<file path="config.mk">
export PLATFORM = sky130hd
export DESIGN_NAME = onebc_out_monitor
export DESIGN_NICKNAME = d
export VERILOG_FILES = /design/src/rtl/onebc_pkg.sv /design/src/rtl/onebc_ev_fifo.sv /design/src/rtl/onebc_out_monitor.sv
export SDC_FILE = /design/constraint.sdc
export NUM_CORES = 1
export LEC_CHECK = 0
export CAP_MARGIN = 10
export CORE_MARGIN = 10
export CORE_UTILIZATION = 40
export CTS_CLUSTER_SIZE = 20
export DETAILED_ROUTE_END_ITERATION = 10
export PLACE_DENSITY = 0.64
export SYNTH_ARGS = -nofsm -noshare
export SYNTH_HDL_FRONTEND = slang
export SYNTH_SLANG_ARGS = --single-unit
export TNS_END_PERCENT = 30
</file>
<file path="constraint.sdc">
create_clock -name clk_i -period 4.3 [get_ports clk_i]
set_clock_uncertainty 0.1 [all_clocks]
set_input_delay 0.86 -clock clk_i [delete_from_list [all_inputs] [get_ports clk_i]]
set_output_delay 0.86 -clock clk_i [all_outputs]
set_load 0.02 [all_outputs]
</file>
<file path="src/rtl/onebc_pkg.sv">
// Shared definitions for the onebc 1-bit computer and its peripherals.
// The event record carries only vec/chg; the timestamp width is a per-instance parameter.
package onebc_pkg;

   localparam int unsigned ONEBC_IO_W      = 8;
   localparam int unsigned ONEBC_DEF_DEPTH = 8;
   localparam int unsigned ONEBC_DEF_TS_W  = 16;

   typedef struct packed {
      logic [ONEBC_IO_W-1:0] vec;
      logic [ONEBC_IO_W-1:0] chg;
   } onebc_ev_t;

endpackage

</file>
<file path="src/rtl/onebc_ev_fifo.sv">
// First-word-fall-through FIFO with wrap-bit pointers; head reads as zero while empty.
// A push into a full FIFO is accepted only when a pop happens on the same edge.
module onebc_ev_fifo #(
   parameter int unsigned W     = 16,
   parameter int unsigned DEPTH = 8
) (
   input  logic                       clk_i,
   input  logic                       arst_i,
   input  logic                       push_i,
   input  logic                       pop_i,
   input  logic [W-1:0]               din_i,
   output logic [W-1:0]               dout_o,
   output logic                       full_o,
   output logic                       empty_o,
   output logic [$clog2(DEPTH):0]     count_o
);

   localparam int unsigned AW = $clog2(DEPTH);

   logic [AW:0]   wr_ptr;
   logic [AW:0]   rd_ptr;
   logic [W-1:0]  mem [DEPTH];
   logic          wr_en;
   logic          rd_en;

   always_comb begin
      count_o = wr_ptr - rd_ptr;
      empty_o = (wr_ptr == rd_ptr);
      full_o  = (count_o == (AW+1)'(DEPTH));
      rd_en   = pop_i && !empty_o;
      wr_en   = push_i && (!full_o || rd_en);
      dout_o  = empty_o ? '0 : mem[rd_ptr[AW-1:0]];
   end

   always_ff @(posedge clk_i or negedge arst_i) begin
      if (!arst_i) begin
         wr_ptr <= '0;
         rd_ptr <= '0;
      end else begin
         if (wr_en) wr_ptr <= wr_ptr + (AW+1)'(1);
         if (rd_en) rd_ptr <= rd_ptr + (AW+1)'(1);
      end
   end

   always_ff @(posedge clk_i) begin
      if (wr_en) mem[wr_ptr[AW-1:0]] <= din_i;
   end

endmodule

</file>
<file path="src/rtl/onebc_out_monitor.sv">
// Change monitor for the onebc output bus: registered sample, change detection, event FIFO.
// Define ONEBC_OUT_MONITOR_TSTAMP_EN to add the free-running timestamp counter and stamp storage.
module onebc_out_monitor
   import onebc_pkg::*;
#(
   parameter int unsigned DEPTH = ONEBC_DEF_DEPTH,
   parameter int unsigned TS_W  = ONEBC_DEF_TS_W
) (
   input  logic                       clk_i,
   input  logic                       arst_i,
   input  logic [ONEBC_IO_W-1:0]      outs_i,
   output logic                       ev_valid_o,
   input  logic                       ev_ready_i,
   output logic [ONEBC_IO_W-1:0]      ev_vec_o,
   output logic [ONEBC_IO_W-1:0]      ev_chg_o,
   output logic [TS_W-1:0]            ev_ts_o,
   output logic [$clog2(DEPTH):0]     count_o,
   output logic                       ovf_o,
   input  logic                       ovf_clr_i
);

   localparam int unsigned EV_W = $bits(onebc_ev_t);
`ifdef ONEBC_OUT_MONITOR_TSTAMP_EN
   localparam int unsigned FW = EV_W + TS_W;
`else
   localparam int unsigned FW = EV_W;
`endif

   logic [ONEBC_IO_W-1:0]  in_q;
   logic [ONEBC_IO_W-1:0]  ref_q;
   logic [ONEBC_IO_W-1:0]  chg;
   logic                   push;
   logic                   pop;
   logic                   full;
   logic                   empty;
   logic                   ovf_set;
   onebc_ev_t              ev_in;
   onebc_ev_t              ev_head;
   logic [FW-1:0]          fifo_din;
   logic [FW-1:0]          fifo_dout;

   always_comb begin
      chg       = in_q ^ ref_q;
      push      = |chg;
      pop       = ev_ready_i && !empty;
      ovf_set   = push && full && !pop;
      ev_in.vec = in_q;
      ev_in.chg = chg;
   end

   // ref_q follows every change, even a dropped one, so later masks are relative to it
   always_ff @(posedge clk_i or negedge arst_i) begin
      if (!arst_i) begin
         in_q  <= '0;
         ref_q <= '0;
      end else begin
         in_q <= outs_i;
         if (push) ref_q <= in_q;
      end
   end

   always_ff @(posedge clk_i or negedge arst_i) begin
      if (!arst_i) begin
         ovf_o <= 1'b0;
      end else if (ovf_set) begin
         ovf_o <= 1'b1;
      end else if (ovf_clr_i) begin
         ovf_o <= 1'b0;
      end
   end

`ifdef ONEBC_OUT_MONITOR_TSTAMP_EN
   logic [TS_W-1:0] ts_q;

   always_ff @(posedge clk_i or negedge arst_i) begin
      if (!arst_i) ts_q <= '0;
      else         ts_q <= ts_q + TS_W'(1);
   end

   always_comb begin
      fifo_din = {ev_in, ts_q};
      ev_head  = onebc_ev_t'(fifo_dout[FW-1 -: EV_W]);
      ev_ts_o  = fifo_dout[TS_W-1:0];
   end
`else
   always_comb begin
      fifo_din = ev_in;
      ev_head  = onebc_ev_t'(fifo_dout);
      ev_ts_o  = '0;
   end
`endif

   onebc_ev_fifo #(
      .W     (FW),
      .DEPTH (DEPTH)
   ) u_fifo (
      .clk_i   (clk_i),
      .arst_i  (arst_i),
      .push_i  (push),
      .pop_i   (pop),
      .din_i   (fifo_din),
      .dout_o  (fifo_dout),
      .full_o  (full),
      .empty_o (empty),
      .count_o (count_o)
   );

   always_comb begin
      ev_valid_o = !empty;
      ev_vec_o   = ev_head.vec;
      ev_chg_o   = ev_head.chg;
   end

endmodule
</file>
==> metrics.txt <==
status=complete, no violations; clock sink count=153; dpl cell area=6670 um^2; routability cong.=about 0.75; combinational fraction of design power=38.8%; XOR/XNOR Fraction of Synth Area=2.41%; Die ar.=20600 um^2; Internal=0.00420 W; postcts setup bufs=0; mux share of post-synthesis cell area=12.2%; Finished Layout Cells=582; pwr dens=854 nW/um^2; Die W=~140 um; final antenna diode count=0; FF+latch count, synth=153; TritonCTS buffer count=17; cells after synthesis=approximately 340; Worst Setup End Kind=primary output; Fmax achieved=267 MHz; Net Switching=0.00203 W; largest family of logic cells by synthesized area=multiplexers; chip height=144 um; worst path required time=3.34 ns; peak supply drop=0.000485 V; num ports=50; clock root buffer=clkbuf_16; Post-Syn Area per Cell=18.1 um^2; Layout area overhead=19.3%; fin area=7290 um^2; final setup fails=0; final period utilization=87.1%; worst-skew pair later-pin latency=0.41 ns; worst-margin pin slew=1.04 ns; Reg power frac=roughly 36%; Setup CP Type=flop to primary output; share of cells above drive strength 1=22.1%; Remaining Overflow, GRT=0; static leakage=2.58 nW; CTS Hold Buffers Added=0; deepest clock path buffer count=2; Pre-antenna DRT Iters=4; clock share of power=25.3%; via count=roughly 2.9k; area of the core=approximately 15000 um^2; Worst slew margin=30.1%; Avg WL per Cell=20.0 um; initial antenna violation count=0; vias per cell=5.06; most common cell after layout, fill and taps aside=edfxtp_1; fin crit period=~3.7 ns; Initial DRC Count=around 220; Ys Warns=0; Synth Cell Area=approximately 6000 um^2; Port Buffers=33; RSZ-0062 raised after global routing=false; final slew viol count=0; complex-gate fraction of the synthesized area=1.70%; post-synth cell types=33; most frequent cells in the layout=128 x edfxtp_1, 34 x nand2_1, 33 x clkdlybuf4s50_1; crit path max fanout=21; Switching Share=around 33%; Seq/Total Area, Yosys=73.1%; Hold Path Class=flop to flop; max-cap check violation count=0; Row Count=45; number of global-route vias before repair=3109; Min Hold Slack=0.415 ns; Total GRT Usage=12.0%; Placed Cells=550; depth of the CTS H-tree=4; Final HPWL DP=~7 mm; first-pass GRT wire length=18.0 mm; Post-Route Setup TNS=0 ns; Post-DRT Antenna Nets=0; Worst EP arrival=2.78 ns; # nets final=399; Fin. Hold Viols=0; CTS tree=built; fin util=48.3%; startpoint types=flop; Post-Synth Adder-Cell Area=1.35%; cells resized by post-CTS repair=0; wirelength, routed=11.6 mm; Simple-Gate Fraction of Synth Area=4.95%; Starting Density=between 40 and 50%; Post-route DRC=0; Worst-path clk slew=0.06 ns; largest net degree at the start of global routing=22
## final timing paths
kind	from	endpoint	slack (ns)	cells after the start
max in group asynchronous	arst_i	u_fifo.rd_ptr[0]$_DFFE_PN0P_	2.47	1
worst max-delay path	u_fifo.rd_ptr[1]$_DFFE_PN0P_	ev_vec_o[5]	0.56	8
worst max register to register	u_fifo.wr_ptr[0]$_DFFE_PN0P_	u_fifo.mem[7][2]$_DFFE_PP_	1.22	8
worst min register to register	ovf_o$_DFFE_PN0P_	ovf_o$_DFFE_PN0P_	0.41	2
min in group asynchronous	arst_i	in_q[4]$_DFF_PN0_	0.91	1
worst min-delay path	ovf_o$_DFFE_PN0P_	ovf_o$_DFFE_PN0P_	0.41	2
## registers in the layout, summed over array words and instances (netlist names)
signal,flops
ovf_o,1
u_fifo.mem,128
u_fifo.rd_ptr,4
in_q,8
u_fifo.wr_ptr,4
ref_q,8
## stage by stage
step           worst slack (ns)  power [W]
2_1_floorplan             0.363    0.00378
3_3_place_gp               1.06    0.00470
3_5_place_dp              0.963    0.00474
4_1_cts                   0.500    0.00633
5_1_grt                   0.352    0.00658
6_report                  0.556    0.00623
## critical path, stage by stage, from the launching register on
cell,delay [ns]
dfrtp_1,0.36
buf_4,0.32
inv_1,0.08
ha_1,0.32
nand3_1,0.13
nor2_1,0.05
buf_4,0.22
a21oi_1,0.21
clkdlybuf4s50_1,0.66
## cells in the mapped netlist
| master | n | area [um^2] |
|---|---|---|
| clkbuf_1 | 13 | 48.8 |
| mux2_4 | 1 | 15.0 |
| nor4b_2 | 1 | 15.0 |
| xor2_2 | 1 | 16.3 |
| nand3_1 | 7 | 35.0 |
| nor2b_1 | 1 | 6.26 |
| and3_1 | 1 | 6.26 |
| nor2_1 | 3 | 11.3 |
| fa_1 | 1 | 20.0 |
| mux4_2 | 32 | 721 |
| nand2b_1 | 1 | 6.26 |
| clkinv_1 | 1 | 3.75 |
| buf_1 | 1 | 3.75 |
| edfxtp_1 | 128 | 3840 |
| nor3_1 | 3 | 15.0 |
| a21oi_1 | 18 | 90.1 |
| nand3b_1 | 1 | 7.51 |
| conb_1 | 1 | 3.75 |
| o21ai_2 | 1 | 8.76 |
| ha_1 | 5 | 62.6 |
| nand4b_4 | 1 | 23.8 |
| xnor2_1 | 5 | 43.8 |
| nand2_4 | 1 | 11.3 |
| nor4_1 | 4 | 25.0 |
| nor3b_2 | 1 | 12.5 |
| o21ai_1 | 1 | 5.00 |
| buf_4 | 19 | 143 |
| inv_1 | 9 | 33.8 |
| buf_2 | 5 | 25.0 |
| mux2_2 | 1 | 11.3 |
| xor2_1 | 10 | 87.6 |
| dfrtp_1 | 25 | 626 |
| nand2_1 | 34 | 128 |
## power by group through the flow
stage	clock network, W	registers [W]	logic (W)
floorplan	0	0.00220	0.00157
global placement	0	0.00224	0.00247
detailed placement	0	0.00226	0.00248
CTS	0.00160	0.00224	0.00249
global route	0.00167	0.00227	0.00264
finish	0.00158	0.00223	0.00242
## cells by family (layout without fill, tap and decap cells)
| kind of cell | count (synthesis) | after routing |
|---|---|---|
| DFF | 153 | 153 |
| and+or+nand+nor | 59 | 59 |
| buffers and inverters | 48 | 90 |
| muxes | 34 | 34 |
| AOI/OAI and AO/OA | 20 | 20 |
| xor gates and xnor gates | 16 | 16 |
| adders and majority gates | 6 | 6 |
| other | 1 | 16 |
## per-layer routing
| layer | global-route usage (%) | up-vias | share of wire (%) |
|---|---|---|---|
| met5 | 0 | - | 0 |
| met4 | 4.14 | 0 | 0.71 |
| met3 | 3.96 | 10 | 5.6 |
| met2 | 19.8 | 75 | 51 |
| met1 | 14.3 | 1530 | 43 |
| li1 | - | 1331 | - |
## final cells by class
| type | count | area [um^2] |
|---|---|---|
| tap | 188 | 235 |
| fill | 1271 | 7800 |
| clock inverter | 11 | 176 |
| multi-input combinational | 151 | 1480 |
| clock buffer | 21 | 450 |
| sequential | 153 | 4470 |
| inverter | 10 | 37.5 |
| timing repair buffer | 48 | 443 |
No activity file was read; power rests on OpenSTA's default activity.
